$ cat config.mk
export PLATFORM = sky130hd
export DESIGN_NAME = conv1_frame_ctrl
export DESIGN_NICKNAME = d
export VERILOG_FILES = /design/src/rtl/conv1_frame_ctrl.sv
export SDC_FILE = /design/constraint.sdc
export NUM_CORES = 1
export LEC_CHECK = 0
export BUFFER_PORTS_ARGS = -buffer_cell sky130_fd_sc_hd__buf_2
export CAP_MARGIN = 10
export CORE_MARGIN = 2
export CORE_UTILIZATION = 54
export DETAILED_ROUTE_END_ITERATION = 10
export PLACE_DENSITY = 0.79
export SLEW_MARGIN = 10
export SYNTH_ARGS = -nofsm -noshare
export SYNTH_HDL_FRONTEND = slang
export SYNTH_SLANG_ARGS = --single-unit
$ cat constraint.sdc
create_clock -name clk -period 2.14 [get_ports clk]
set_input_delay 0.107 -clock clk [delete_from_list [all_inputs] [get_ports clk]]
set_output_delay 0.107 -clock clk [all_outputs]
set_load 0.02 [all_outputs]
$ cat src/rtl/conv1_frame_ctrl.sv
// Frame sequencer for conv1: streams one image from the buffer into the core, then counts and tags results.
// Optional drain watchdog enabled by defining CONV1_CTRL_TIMEOUT_EN.
module conv1_frame_ctrl #(
   parameter int IMG_WIDTH      = 28,
   parameter int KERNEL         = 5,
   parameter int ADDR_WIDTH     = 10,
   parameter int DATA_WIDTH     = 8,
   parameter int TIMEOUT_CYCLES = 4096
) (
   input  logic                  clk,
   input  logic                  rst,
   input  logic                  start,
   input  logic                  pix_hold,
   output logic                  img_rd_en,
   output logic [ADDR_WIDTH-1:0] img_addr,
   input  logic [DATA_WIDTH-1:0] img_rd_data,
   output logic                  core_valid,
   output logic [DATA_WIDTH-1:0] core_pixel,
   input  logic                  core_result_valid,
   output logic                  res_wr_en,
   output logic [4:0]            res_row,
   output logic [4:0]            res_col,
   output logic                  busy,
   output logic                  done,
   output logic                  err_overrun,
   output logic                  err_timeout
);
   // state   | meaning
   // S_IDLE  | waiting for start
   // S_FETCH | issuing buffer reads, one per cycle without pix_hold
   // S_DRAIN | all pixels sent, waiting for the remaining core results
   // S_DONE  | one-cycle frame-complete pulse
   typedef enum logic [1:0] {S_IDLE, S_FETCH, S_DRAIN, S_DONE} state_t;

   localparam int OUT_DIM = IMG_WIDTH - KERNEL + 1;
   localparam int NPIX    = IMG_WIDTH * IMG_WIDTH;
   localparam int NRES    = OUT_DIM * OUT_DIM;
   localparam int RW      = $clog2(NRES + 1);

   if ((2 ** ADDR_WIDTH) < NPIX || OUT_DIM > 32 || TIMEOUT_CYCLES < 1) begin : g_bad_cfg
      $error("conv1_frame_ctrl: parameter set not supported");
   end

   state_t                state_q, state_d;
   logic [ADDR_WIDTH-1:0] pix_cnt_q, pix_cnt_d;
   logic [RW-1:0]         res_cnt_q, res_cnt_d;
   logic [4:0]            row_q, row_d, col_q, col_d;
   logic [4:0]            res_row_q, res_row_d, res_col_q, res_col_d;
   logic                  res_wr_en_q, res_wr_en_d;
   logic                  core_valid_q, core_valid_d;
   logic                  busy_q, busy_d;
   logic                  done_q, done_d;
   logic                  err_overrun_q, err_overrun_d;
   logic                  rd_en, counting, res_accept;
`ifdef CONV1_CTRL_TIMEOUT_EN
   localparam int TW = $clog2(TIMEOUT_CYCLES + 1);
   logic [TW-1:0]         drain_cnt_q, drain_cnt_d;
   logic                  err_timeout_q, err_timeout_d;
`endif

   always_comb begin
      state_d       = state_q;
      pix_cnt_d     = pix_cnt_q;
      res_cnt_d     = res_cnt_q;
      row_d         = row_q;
      col_d         = col_q;
      res_row_d     = res_row_q;
      res_col_d     = res_col_q;
      busy_d        = busy_q;
      err_overrun_d = err_overrun_q;
      res_wr_en_d   = 1'b0;
      done_d        = 1'b0;
`ifdef CONV1_CTRL_TIMEOUT_EN
      drain_cnt_d   = drain_cnt_q;
      err_timeout_d = err_timeout_q;
`endif
      rd_en        = (state_q == S_FETCH) && !pix_hold;
      core_valid_d = rd_en;
      counting     = (state_q == S_FETCH) || (state_q == S_DRAIN);
      res_accept   = counting && core_result_valid && (res_cnt_q != RW'(NRES));

      if (res_accept) begin
         res_wr_en_d = 1'b1;
         res_row_d   = row_q;
         res_col_d   = col_q;
         res_cnt_d   = res_cnt_q + RW'(1);
         if (col_q == 5'(OUT_DIM - 1)) begin
            col_d = '0;
            row_d = row_q + 5'd1;
         end else begin
            col_d = col_q + 5'd1;
         end
      end

      case (state_q)
         S_IDLE: begin
            if (start) begin
               state_d       = S_FETCH;
               busy_d        = 1'b1;
               pix_cnt_d     = '0;
               res_cnt_d     = '0;
               row_d         = '0;
               col_d         = '0;
               err_overrun_d = 1'b0;
`ifdef CONV1_CTRL_TIMEOUT_EN
               err_timeout_d = 1'b0;
`endif
            end
         end
         S_FETCH: begin
            if (rd_en) begin
               pix_cnt_d = pix_cnt_q + ADDR_WIDTH'(1);
               if (pix_cnt_q == ADDR_WIDTH'(NPIX - 1)) begin
                  state_d = S_DRAIN;
`ifdef CONV1_CTRL_TIMEOUT_EN
                  drain_cnt_d = '0;
`endif
               end
            end
         end
         S_DRAIN: begin
            // the final result completes the frame in the same cycle it arrives
            if (res_cnt_d == RW'(NRES)) begin
               state_d = S_DONE;
               busy_d  = 1'b0;
               done_d  = 1'b1;
            end
`ifdef CONV1_CTRL_TIMEOUT_EN
            else begin
               drain_cnt_d = drain_cnt_q + TW'(1);
               if (drain_cnt_d == TW'(TIMEOUT_CYCLES)) begin
                  state_d       = S_DONE;
                  busy_d        = 1'b0;
                  done_d        = 1'b1;
                  err_timeout_d = 1'b1;
               end
            end
`endif
         end
         S_DONE:  state_d = S_IDLE;
         default: state_d = S_IDLE;
      endcase

      if (core_result_valid && !res_accept) err_overrun_d = 1'b1;
   end

   always_ff @(posedge clk) begin
      if (rst) begin
         state_q       <= S_IDLE;
         pix_cnt_q     <= '0;
         res_cnt_q     <= '0;
         row_q         <= '0;
         col_q         <= '0;
         res_row_q     <= '0;
         res_col_q     <= '0;
         res_wr_en_q   <= 1'b0;
         core_valid_q  <= 1'b0;
         busy_q        <= 1'b0;
         done_q        <= 1'b0;
         err_overrun_q <= 1'b0;
`ifdef CONV1_CTRL_TIMEOUT_EN
         drain_cnt_q   <= '0;
         err_timeout_q <= 1'b0;
`endif
      end else begin
         state_q       <= state_d;
         pix_cnt_q     <= pix_cnt_d;
         res_cnt_q     <= res_cnt_d;
         row_q         <= row_d;
         col_q         <= col_d;
         res_row_q     <= res_row_d;
         res_col_q     <= res_col_d;
         res_wr_en_q   <= res_wr_en_d;
         core_valid_q  <= core_valid_d;
         busy_q        <= busy_d;
         done_q        <= done_d;
         err_overrun_q <= err_overrun_d;
`ifdef CONV1_CTRL_TIMEOUT_EN
         drain_cnt_q   <= drain_cnt_d;
         err_timeout_q <= err_timeout_d;
`endif
      end
   end

   assign img_rd_en   = rd_en;
   assign img_addr    = pix_cnt_q;
   assign core_valid  = core_valid_q;
   // buffer output is already registered; gate it so the core sees 0 between pixels
   assign core_pixel  = core_valid_q ? img_rd_data : '0;
   assign res_wr_en   = res_wr_en_q;
   assign res_row     = res_row_q;
   assign res_col     = res_col_q;
   assign busy        = busy_q;
   assign done        = done_q;
   assign err_overrun = err_overrun_q;
`ifdef CONV1_CTRL_TIMEOUT_EN
   assign err_timeout = err_timeout_q;
`else
   assign err_timeout = 1'b0;
`endif
endmodule

# [Yosys cells after proc, flatten, opt, wreduce, memory -nomap -nowiden]
# Index checks and enable logic that the tools add are counted.
[totals] regBits=47 inputBits=13
[op_classes] eq_ne=11 n_reduce_logical=17 addsub=4 muxes=28 bitwise=1
[op_table] operator="$mux 10" n=5
[op_table] operator="$mux 5" n=8
[op_table] operator="$add 10x1->10 const B" n=2
[op_table] operator="$eq 10x10->1 const B" n=2
[op_table] operator="$pmux 10 s2" n=1
[op_table] operator="$add 5x1->5 const B" n=2
[op_table] operator="$ne 10x10->1 const B" n=1
[op_table] operator="$mux 2" n=4
[op_table] operator="$mux 8" n=1
[op_table] operator="$pmux 2 s4" n=1
[op_table] operator="$reduce_bool 2->1" n=4
[op_table] operator="$mux 1" n=7
[op_table] operator="$reduce_and 3->1" n=2
[op_table] operator="$eq 5x5->1 const B" n=1
[op_table] operator="$eq 2x2->1 const B" n=2
[op_table] operator="$logic_and 1x1->1" n=4
[op_table] operator="$ne 2x1->1 const B" n=2
[op_table] operator="$ne 2x2->1 const B" n=2
[op_table] operator="$reduce_and 4->1" n=1
[op_table] operator="$eq 2x1->1 const B" n=1
[op_table] operator="$logic_not 1->1" n=2
[op_table] operator="$logic_not 2->1" n=1
[op_table] operator="$pmux 1 s2" n=1
[op_table] operator="$reduce_and 2->1" n=1
[op_table] operator="other kinds (3)" n=3

# [Longest topological paths before layout]
# Gate-level depths: netlist of run 1.
[depth] ltp_word=8 ltp_mapped=8

# [Worst setup path after synthesis of run 1]
# OpenSTA, ideal clock, no wires.
[synth_path] kind="register to register" from="reg state_q[0]" to="reg state_q[1]" stages_incl_launch_ff=9 path_slack_ns=0.263 period_less_slack_ns=1.877 n_path_buf=0 t_required_ns=2.068 arrival_ns=1.806 path_cell_list="dfxtp_1 inv_1 ha_1 nand3_2 nor3_4 and3_1 o22ai_2 o31ai_4 mux2i_1"
[synth_via] word_cells_on_any_way=16
[synth_lines] item="start, declared" line_no="44" source="state_t state_q, state_d;"
[synth_lines] item="start signal, assigned" line_no="166" source="state_q <= state_d;"
[synth_lines] item="$eq 2x2->1, or another cell as far along" line_no="95" source="case (state_q)"
[synth_lines] item="$pmux 2 s4 (*)" line_no="95"
[synth_lines] item="via state_d[1]" line_no="44"
# Mark *: on every way through the listed nets, which the timed path passes. The rest lies on a longest branch.
# A chain may end at the register's enable or synchronous reset.

# [Worst setup path in the final report of run 1]
[layout_path] from="reg state_q[1]" to="reg pix_cnt_q[9], in the netlist img_addr[9]"
[layout_via] elab_chain_len=4 word_cells_on_any_way=8
[layout_lines] item="$eq 2x1->1" line_no="77, 95"
[layout_lines] item="$logic_and 1x1->1" line_no="77" source="rd_en = (state_q == S_FETCH) && !pix_hold;"
[layout_lines] item="$ne 2x2->1 (no source line)"
[layout_lines] item="$reduce_and 3->1 (no source line)"
[layout_lines] item="end signal, assigned" line_no="167" source="pix_cnt_q <= pix_cnt_d;"
[layout_lines] item="end, declared" line_no="45" source="logic [ADDR_WIDTH-1:0] pix_cnt_q, pix_cnt_d;"
# Several ways; a longest one is shown, not always the timed one.

==> results.txt, run 1 <==
Outcome - completed
Endpoint type of the worst setup path - flop
Worst setup margin - 97.22 ps
Worst hold slack - 118.0 ps
Crit share post-route - 95.46%
Mean Syn Cell Area - 8.980 µm²
N_diodes - 0
HP Class - in2reg
Routed Antenna Nets - 0
Site Rows - 23
Clock latency on the worst-skew pair - 300 ps
CP dominant cell by count - a21oi_1
CORE AREA - 4086 µm²
I/O pin total - 48
Gate Count Post-Synth - 260
Total grt overflow - 0
WP buf/inv - 2
Setup CP Type - reg2reg
DRT Wirelength - 4.962 mm
Placement Setup Slack - 31.07 ps
CTS Buffer Depth - 2
Fin nets - 333
CTS root buf - clkbuf_8
Starting density of the core - 57.13%
Gp weighted congestion - 0.7829
Crit path arrival time - 2270 ps
Register area share after synthesis - 40.30%
Post-synth net total - 281
Worst path required time - 2370 ps
Crit path max fanout - 7
Pwr dens - 896.8 nW/µm²
Min Tclk post-route - 2043 ps
Die X - 69.76 µm
Vias/cell - 5.420
Starting DRT DRC Count - 103
Routed wire per std cell - 13.71 µm
Peak VDD IR - 0.6116 mV
Via Count - 1,962
CP Capture Point - img_addr[9]
Post-DP HPWL - 3.493 mm
Startpoint types - flop
Synth top area cells - dfxtp_1 (40%), nor2_1 (7.2%), mux2i_1 (6.4%)
Die Ht - 69.76 µm
Area growth from synthesis to layout - 20.63%
Reg-to-reg endpoint - img_addr[9]
Multi-input gate area - 1376 µm²
Reg2Reg Depth - 8
Actual slew at the worst max-slew pin - 572.9 ps
Max cap viols - 0
Cell-by-cell trace of the critical path - inv_1 -> ha_1 -> mux2i_1 -> a21oi_1 -> nand4_1 -> buf_4 -> or3_1 -> a21oi_1
Port bufs - 46
Clk_skew - 4.978 ps
Post-synthesis async set-or-reset flop share - 0%
Register bit count reported by yosys - 47
Initial antenna violation count - 0
H-tree depth - 2
Global-route wire length before repair - 8.155 mm
Max transition margin - 61.72%
EDFF count, synth - 0
Vias in the first global route - 1,886
Clk sink count - 47
FILL cells - 339
Num CTS Buffers - 5
Top delay family on crit path - simple AND/OR/NAND/NOR gates
Clock slew at reported path FFs - 90 ps
Drt drc - 0
Slowest-stage cell, CP - or3_1
CTS tree - built
Fmax - 489.5 MHz
Die Area - 4866 µm²
CP Depth - 8
Top-area cell type share of the netlist area - 40.30%
R2R Path Start - state_q[1]
Crit path from - state_q[1]
Share of layout cells above drive strength 1 - 25.32%
Register area - 942.2 µm²
Synth area leader - dfxtp_1
Final hold viol count - 0
GRT Util Overall - 20.26%
Final Max Tran Viols - 0
Setup Viol. Count Final - 0
Synth cell types - 47
Synthesis Warnings - 0
Largest net degree at the start of global routing - 23
Post-Syn Area - 2335 µm²
Largest stage delay on the critical path - 340 ps
Drt pass-1 iters - 4
# hold bufs at CTS - 0
Ys flop type - dfxtp_1
Leak - 1.171 nW
Internal reg-to-reg setup slack - 100 ps
==> repair_timing <==
item,in CTS,in global routing
setup endpoints to repair,0,11
buffers inserted,0,1
resized for setup,0,10
==> worst reg2reg max path: stages, from the launching register on <==
cell     delay [ps]
dfxtp_1         330
inv_1           120
ha_1            330
mux2i_1         180
a21oi_1         230
nand4_1         110
buf_4           180
or3_1           340
a21oi_1         150
==> synth_stat cells (2+ instances only) <==
master	count
nand2b_1	4
a22oi_1	2
nor2b_1	4
nor2_1	45
nand2_1	18
xor2_1	12
ha_1	8
nand3_1	10
nand4_1	5
clkbuf_1	4
nor3b_1	2
o21ai_0	6
nand3_2	2
xnor2_1	5
or3_1	6
o21bai_1	2
a21oi_1	12
nor3_1	2
nor4_1	3
buf_2	3
inv_1	9
mux2i_1	15
and2_1	8
and3_1	4
dfxtp_1	47
==> through the flow <==
stage                     cells  setup TNS (ps)  power [W]  util [%]  cell area [µm²]
after floorplan             260               0   0.001595         -             2335
after global placement      354               0   0.001799     64.79             2648
after detailed placement    354               0   0.001834     64.79             2648
after CTS                   361               0   0.002474     67.39             2754
after global routing        362          -24.36   0.002662     68.92             2816
final                       362               0   0.002526     68.92             2816
==> cells by family (layout without fill, tap and decap cells) <==
family	count (synthesis)	in the layout	synth area share (%)
muxes	18	18	8.038
adders and majority gates	8	8	4.287
and+or+nand+nor	122	122	28.24
DFF	47	47	40.30
AOI/OAI and AO/OA	30	30	9.539
buffers and inverters	17	69	3.054
other	1	1	0.1606
xor gates and xnor gates	17	17	6.377
==> layout make-up <==
cell class | instances | share of cell area (%)
Sequential cell | 47 | 33.45
Clock inverter | 2 | 1.333
Clock buffer | 5 | 2.443
Timing Repair Buffer | 53 | 10.48
Tap cell | 50 | 2.221
Inverter | 9 | 1.199
Multi-Input combinational cell | 196 | 48.87
==> layout by cell type, fill, tap and decap left out, types with 2 or more instances in the layout <==
master and n:
buf_2 46, ha_1 7, a22oi_1 2, o21bai_1 2, a21oi_1 12, and3_1 4
dfxtp_1 46, mux2i_1 15, clkbuf_8 5, nand2_1 18, nor2_1 44, and2_1 8
nand2b_1 4, xor2_1 12, nor2b_1 4, nor4_2 3, o21ai_0 6, or3_1 6
buf_4 6, nand3_1 10, xnor2_1 5, nor3b_1 2, inv_1 9, nand4_1 5
==> report_power, final <==
| part | switching, W | internal [W] |
|---|---|---|
| combinational | 0.000504 | 0.000400 |
| clock | 0.000301 | 0.000342 |
| sequential | 0.0000478 | 0.000931 |
| total | 0.000853 | 0.00167 |
==> routing by layer <==
metal	share of wire (%)	vias up	track usage, %
met5	0	-	0
met1	43	906	23.67
met3	5.7	6	5.087
li1	-	992	-
met4	1.1	0	7.692
met2	50	58	35.58
==> worst min-delay path by stage <==
stage                                 start     endpoint  slack, ps  cells past startpoint
after floorplan           core_result_valid  err_overrun        270                      2
after global placement    core_result_valid  err_overrun        420                      3
after detailed placement  core_result_valid  err_overrun        440                      3
after CTS                 core_result_valid  err_overrun        120                      3
after global routing      core_result_valid  err_overrun        120                      3
final                     core_result_valid  err_overrun        120                      3
==> flip-flops by register name, summed over array words and instances (netlist names) <==
| signal | flops |
|---|---|
| img_addr | 10 |
| res_cnt_q | 10 |
| col_q | 5 |
| res_col | 5 |
| res_row | 5 |
| row_q | 5 |
| state_q | 2 |
| busy | 1 |
| core_valid | 1 |
| done | 1 |
| err_overrun | 1 |
| res_wr_en | 1 |
(Power assumes the default switching activity.)
==> inputs of run 2 (changes only) <==
- BUFFER_PORTS_ARGS: -buffer_cell sky130_fd_sc_hd__buf_2 -> unset
- CORE_UTILIZATION: 54 -> 60
- DONT_BUFFER_PORTS: unset -> 1
- PLACE_DENSITY: 0.79 -> 0.76
==> run 2 against run 1 <==
Setup slack gained 6.6 ps. First-iteration DRC count grew 39%. Register-to-register slack is essentially flat. Worst hold slack lost 60 ps. Flip-flop and latch count is the same. Power grew 1.2%. Cell count shrank 12%. Via count shrank 7.1%. Die area shrank 9.4%. Utilization grew 2.1 points. Clock skew grew 1.7 ps. Largest cell class unchanged.
==> results.txt, run 2 (synthesis results as in run 1) <==
Fin util - 71.00% (was 68.92%)
FILL cells - 284 (was 339)
Actual slew at the worst max-slew pin - 775.7 ps (was 572.9 ps)
HP Start - start (was core_result_valid)
CTS Buffer Depth - 2 (unchanged)
Placement Setup Slack - 74.19 ps (was 31.07 ps)
Routed Antenna Nets - 0 (unchanged)
Starting density of the core - 63.30% (was 57.13%)
Most frequent cells in the layout - dfxtp_1 (47), nor2_1 (44), nand2_1 (18), mux2i_1 (15) (was dfxtp_1 (46), buf_2 (46), nor2_1 (44), nand2_1 (18), mux2i_1 (15))
Setup Viol. Count Final - 0 (unchanged)
Final Max Tran Viols - 0 (unchanged)
Clk_skew - 6.683 ps (was 4.978 ps)
Drt pass-1 iters - 4 (unchanged)
Worst path required time - 2380 ps (was 2370 ps)
Global-route wire length before repair - 7.721 mm (was 8.155 mm)
Share of layout cells above drive strength 1 - 12.55% (was 25.32%)
Clk sink count - 47 (unchanged)
N_diodes - 0 (unchanged)
Routed wire per std cell - 15.06 µm (was 13.71 µm)
Vias/cell - 5.715 (was 5.420)
Port bufs - 0 (was 46)
Final TNS setup - 0 ps (unchanged)
Most common cell after layout, fill and taps aside - dfxtp_1
I/O pin total - 48 (unchanged)
Initial antenna violation count - 0 (unchanged)
Clock slew at reported path FFs - 90 ps (about the same)
Max cap viols - 0 (unchanged)
DRT Wirelength - 4.803 mm (was 4.962 mm)
Internal reg-to-reg setup slack - 100 ps (about the same)
Total power - 0.002556 W (was 0.002526 W)
Largest stage delay on the critical path - 370 ps (was 340 ps)
Slowest-stage cell, CP - dfxtp_1 (was or3_1)
Pwr dens - 976.2 nW/µm² (was 896.8 nW/µm²)
Outcome - completed (unchanged)
Fmax - 491.1 MHz (was 489.5 MHz)
Top delay family on crit path - multiplexers (was simple AND/OR/NAND/NOR gates)
GRT Util Overall - 23.13% (was 20.26%)
CTS root buf - clkbuf_8 (unchanged)
Gp weighted congestion - 0.8838 (was 0.7829)
R2R Path Start - state_q[0] (was state_q[1])
Peak VDD IR - 0.7515 mV (was 0.6116 mV)
Vias in the first global route - 1,743 (was 1,886)
HP Class - in2reg (unchanged)
Starting DRT DRC Count - 143 (was 103)
Worst setup margin - 103.8 ps (was 97.22 ps)
Crit share post-route - 95.15% (was 95.46%)
CTS tree - built (unchanged)
Total grt overflow - 0 (unchanged)
Clock latency on the worst-skew pair - 300 ps (about the same)
Endpoint type of the worst setup path - flop (unchanged)
Drt drc - 0 (unchanged)
Crit path max fanout - 5 (was 7)
Post-DP HPWL - 3.154 mm (was 3.493 mm)
Die Area - 4406 µm² (was 4866 µm²)
Crit path arrival time - 2280 ps (was 2270 ps)
H-tree depth - 2 (unchanged)
Die X - 66.38 µm (was 69.76 µm)
Via Count - 1,823 (was 1,962)
Largest net degree at the start of global routing - 21 (was 23)
Die Ht - 66.38 µm (was 69.76 µm)
Min Tclk post-route - 2036 ps (was 2043 ps)
Startpoint types - flop (unchanged)
Leak - 0.9644 nW (was 1.171 nW)
Max transition margin - 48.12% (was 61.72%)
Cell-by-cell trace of the critical path - inv_1 -> ha_4 -> nand3_2 -> nor4_1 -> mux2_1 -> o22ai_4 -> o31ai_4 -> mux2i_1 (was inv_1 -> ha_1 -> mux2i_1 -> a21oi_1 -> nand4_1 -> buf_4 -> or3_1 -> a21oi_1)
WP buf/inv - 1 (was 2)
Fin nets - 291 (was 333)
Final hold viol count - 0 (unchanged)
Num CTS Buffers - 5 (unchanged)
Crit path from - state_q[0] (was state_q[1])
Area growth from synthesis to layout - 12.17% (was 20.63%)
Setup CP Type - reg2reg (unchanged)
Site Rows - 22 (was 23)
CORE AREA - 3689 µm² (was 4086 µm²)
run 2: what timing repair did:
item | in CTS | in global routing
endpoints found under the hold margin | 19 | 0
gates resized for setup | 0 | 7
endpoints found under the setup margin | 0 | 7
setup buffers | 0 | 1
hold buffers | 2 | 0
run 2: final timing paths:
path / endpoint / depth (start not counted)
setup / recovery: state_q[1] / 8
hold reg to reg: state_q[1] / 2
setup reg to reg: state_q[1] / 8
hold / removal: busy / 2
run 2: layer usage:
layer | up-vias | routed length (µm) | GRT usage (%)
li1 | 912 | - | -
met1 | 840 | 2072 | 28.46
met2 | 66 | 2370 | 37.50
met3 | 5 | 293 | 6.303
met4 | 0 | 65 | 10.46
met5 | - | 0 | 0
run 2: report_power, final:
part	internal, W	switching, W
clock network	0.000467	0.000306
registers	0.000930	0.0000746
logic	0.000339	0.000440
total	0.00174	0.000821
run 2: metrics by stage:
step | instance area, µm² | hold WS [ps] | instances
after floorplan | 2335 | 265.3 | 260
after global placement | 2417 | 181.9 | 308
after detailed placement | 2417 | 183.0 | 308
after CTS | 2570 | 56.13 | 318
after global routing | 2619 | 56.31 | 319
final | 2619 | 58.27 | 319
run 2: final cells by class:
class                      instances  area, µm²  share of cell area [%]
sequential                        47      940.9                   35.93
multi-input combinational        196       1364                   52.08
clock inverter                     2      60.06                   2.293
timing repair buffer              11      87.58                   3.344
inverter                           9      33.78                   1.290
tap                               48      60.06                   2.293
clock buffer                       6      72.57                   2.771
==> inputs of run 3 (changes only) <==
- CORE_ASPECT_RATIO: unset -> 0.5
==> run 3 against run 2 <==
Maximum frequency down 0.39%. First-iteration DRC count shrank 48%. Utilization rose by 2.2 points. Non-clock buffer count unchanged. Global-route usage decreased by 0.35 points. Power shrank 3.9%. Setup slack got worse by 7.9 ps. Register-to-register slack about the same. Highest routed layer unchanged.
==> results.txt, run 3 (synthesis results as in run 1) <==
Crit path max fanout - 5 (unchanged)
Gp weighted congestion - 0.8408 (was 0.8838)
Crit path from - state_q[0] (unchanged)
Post-DP HPWL - 3.370 mm (was 3.154 mm)
Clock latency on the worst-skew pair - 300 ps (about the same)
Vias/cell - 5.657 (was 5.715)
GRT Util Overall - 22.77% (was 23.13%)
Final hold viol count - 0 (unchanged)
Crit share post-route - 95.52% (was 95.15%)
Min Tclk post-route - 2044 ps (was 2036 ps)
Largest net degree at the start of global routing - 21 (unchanged)
Outcome - completed (unchanged)
Drt pass-1 iters - 4 (unchanged)
Starting density of the core - 65.13% (was 63.30%)
Largest stage delay on the critical path - 370 ps (about the same)
Area growth from synthesis to layout - 12.43% (was 12.17%)
Global-route wire length before repair - 7.521 mm (was 7.721 mm)
Clk sink count - 47 (unchanged)
Final Non-Filler Cells - 321 (was 319)
Max cap viols - 0 (unchanged)
Crit path arrival time - 2280 ps (about the same)
Fmax - 489.2 MHz (was 491.1 MHz)
Peak VDD IR - 0.4244 mV (was 0.7515 mV)
Routed wire per std cell - 14.84 µm (was 15.06 µm)
# placed instances - 310 (was 308)
WP buf/inv - 1 (unchanged)
Drt drc - 0 (unchanged)
CTS tree - built (unchanged)
CTS root buf - clkbuf_8 (unchanged)
Setup Viol. Count Final - 0 (unchanged)
Met2 Usage GRT - 44.26% (was 37.50%)
I/O pin total - 48 (unchanged)
Max transition margin - 47.37% (was 48.12%)
Gr busiest metal - met2 (unchanged)
Final Max Tran Viols - 0 (unchanged)
Site Rows - 15 (was 22)
FILL cells - 283 (was 284)
Total grt overflow - 0 (unchanged)
N_diodes - 0 (unchanged)
H-tree depth - 2 (unchanged)
Worst path required time - 2380 ps (about the same)
Vias in the first global route - 1,684 (was 1,743)
Fin util - 73.23% (was 71.00%)
Port bufs - 0 (unchanged)
Fin nets - 291 (unchanged)
Grt met1 use - 24.24% (was 28.46%)
Starting DRT DRC Count - 74 (was 143)
Die X - 92.22 µm (was 66.38 µm)
R2R Path Start - state_q[0] (unchanged)
Routed Antenna Nets - 0 (unchanged)
Pwr dens - 936.3 nW/µm² (was 976.2 nW/µm²)
Via Count - 1,816 (was 1,823)
Die Ht - 48.11 µm (was 66.38 µm)
Startpoint types - flop (unchanged)
Actual slew at the worst max-slew pin - 786.8 ps (was 775.7 ps)
Initial antenna violation count - 0 (unchanged)
Share of layout cells above drive strength 1 - 14.07% (was 12.55%)
DRT Wirelength - 4.764 mm (was 4.803 mm)
Endpoint type of the worst setup path - flop (unchanged)
Clk_skew - 5.208 ps (was 6.683 ps)
CORE AREA - 3585 µm² (was 3689 µm²)
Global Route met3 Usage - 7.264% (was 6.303%)
Die Area - 4437 µm² (was 4406 µm²)
Most frequent cells in the layout - dfxtp_1 (46), nor2_1 (44), nand2_1 (18), mux2i_1 (15) (was dfxtp_1 (47), nor2_1 (44), nand2_1 (18), mux2i_1 (15))
RSZ-0062 raised after global routing - false
Cell-by-cell trace of the critical path - inv_1 -> ha_4 -> nand3_4 -> nor3_4 -> and3_4 -> o22ai_4 -> o31ai_4 -> mux2i_1 (was inv_1 -> ha_4 -> nand3_2 -> nor4_1 -> mux2_1 -> o22ai_4 -> o31ai_4 -> mux2i_1)
Setup CP Type - reg2reg (unchanged)
Slowest-stage cell, CP - dfxtp_1 (unchanged)
HP Class - in2reg (unchanged)
HP Start - pix_hold (was start)
Top delay family on crit path - simple AND/OR/NAND/NOR gates (was multiplexers)
Most common cell after layout, fill and taps aside - dfxtp_1 (unchanged)
Leak - 0.9508 nW (was 0.9644 nW)
Num CTS Buffers - 5 (unchanged)
CTS Buffer Depth - 2 (unchanged)
Clock slew at reported path FFs - 80 ps (was 90 ps)
-- run 3: cell type report --
type / count / area, µm² / area share, %
clock inverter: 2 / 37.54 / 1.430
sequential: 47 / 942.2 / 35.89
multi-input combinational: 196 / 1391 / 53.00
timing repair buffer: 11 / 87.58 / 3.337
tap: 51 / 63.81 / 2.431
inverter: 9 / 33.78 / 1.287
clock buffer: 5 / 68.82 / 2.622
-- run 3: power by group --
part | switching, W | internal [W]
logic | 0.000450 | 0.000362
clock network | 0.000297 | 0.000341
registers | 0.0000762 | 0.000931
-- run 3: final timing paths --
kind | end | slack [ps] | cells after the start
hold reg to reg | col_q[3] | 510 | 2
hold / removal | img_addr[1] | 80 | 3
setup reg to reg | state_q[1] | 100 | 8
setup / recovery | state_q[1] | 100 | 8
-- run 3: worst min-delay path, cell delays in order --
cell and delay, ps:
a22o_1 120, a22oi_1 60, nor2_1 70
-- run 3: repair_timing --
action                                  CTS  global route
endpoints found under the hold margin    19             0
resized for setup                         4            10
endpoints found under the setup margin    2             7
buffers inserted                          0             2
hold buffers                              2             0
pin swaps                                 0             1
-- run 3: through the flow --
| stage | hold slack [ps] | TNS, ps | worst slack [ps] | instance area, µm² | power (W) |
|---|---|---|---|---|---|
| 6_report | 83.58 | 0 | 95.90 | 2625 | 0.002458 |
| 3_5_place_dp | 182.9 | -18.00 | -18.00 | 2414 | 0.001735 |
| 2_1_floorplan | 265.3 | 0 | 262.7 | 2335 | 0.001595 |
| 5_1_grt | 91.90 | 0 | 18.36 | 2625 | 0.002579 |
| 4_1_cts | 71.84 | 0 | 32.68 | 2561 | 0.002403 |
| 3_3_place_gp | 181.5 | 0 | 165.6 | 2414 | 0.001712 |
-- run 3: metal layers --
metal	wire [µm]	up-vias
met5	0	-
met4	85	0
met3	298	7
met2	2225	59
met1	2155	838
li1	-	912
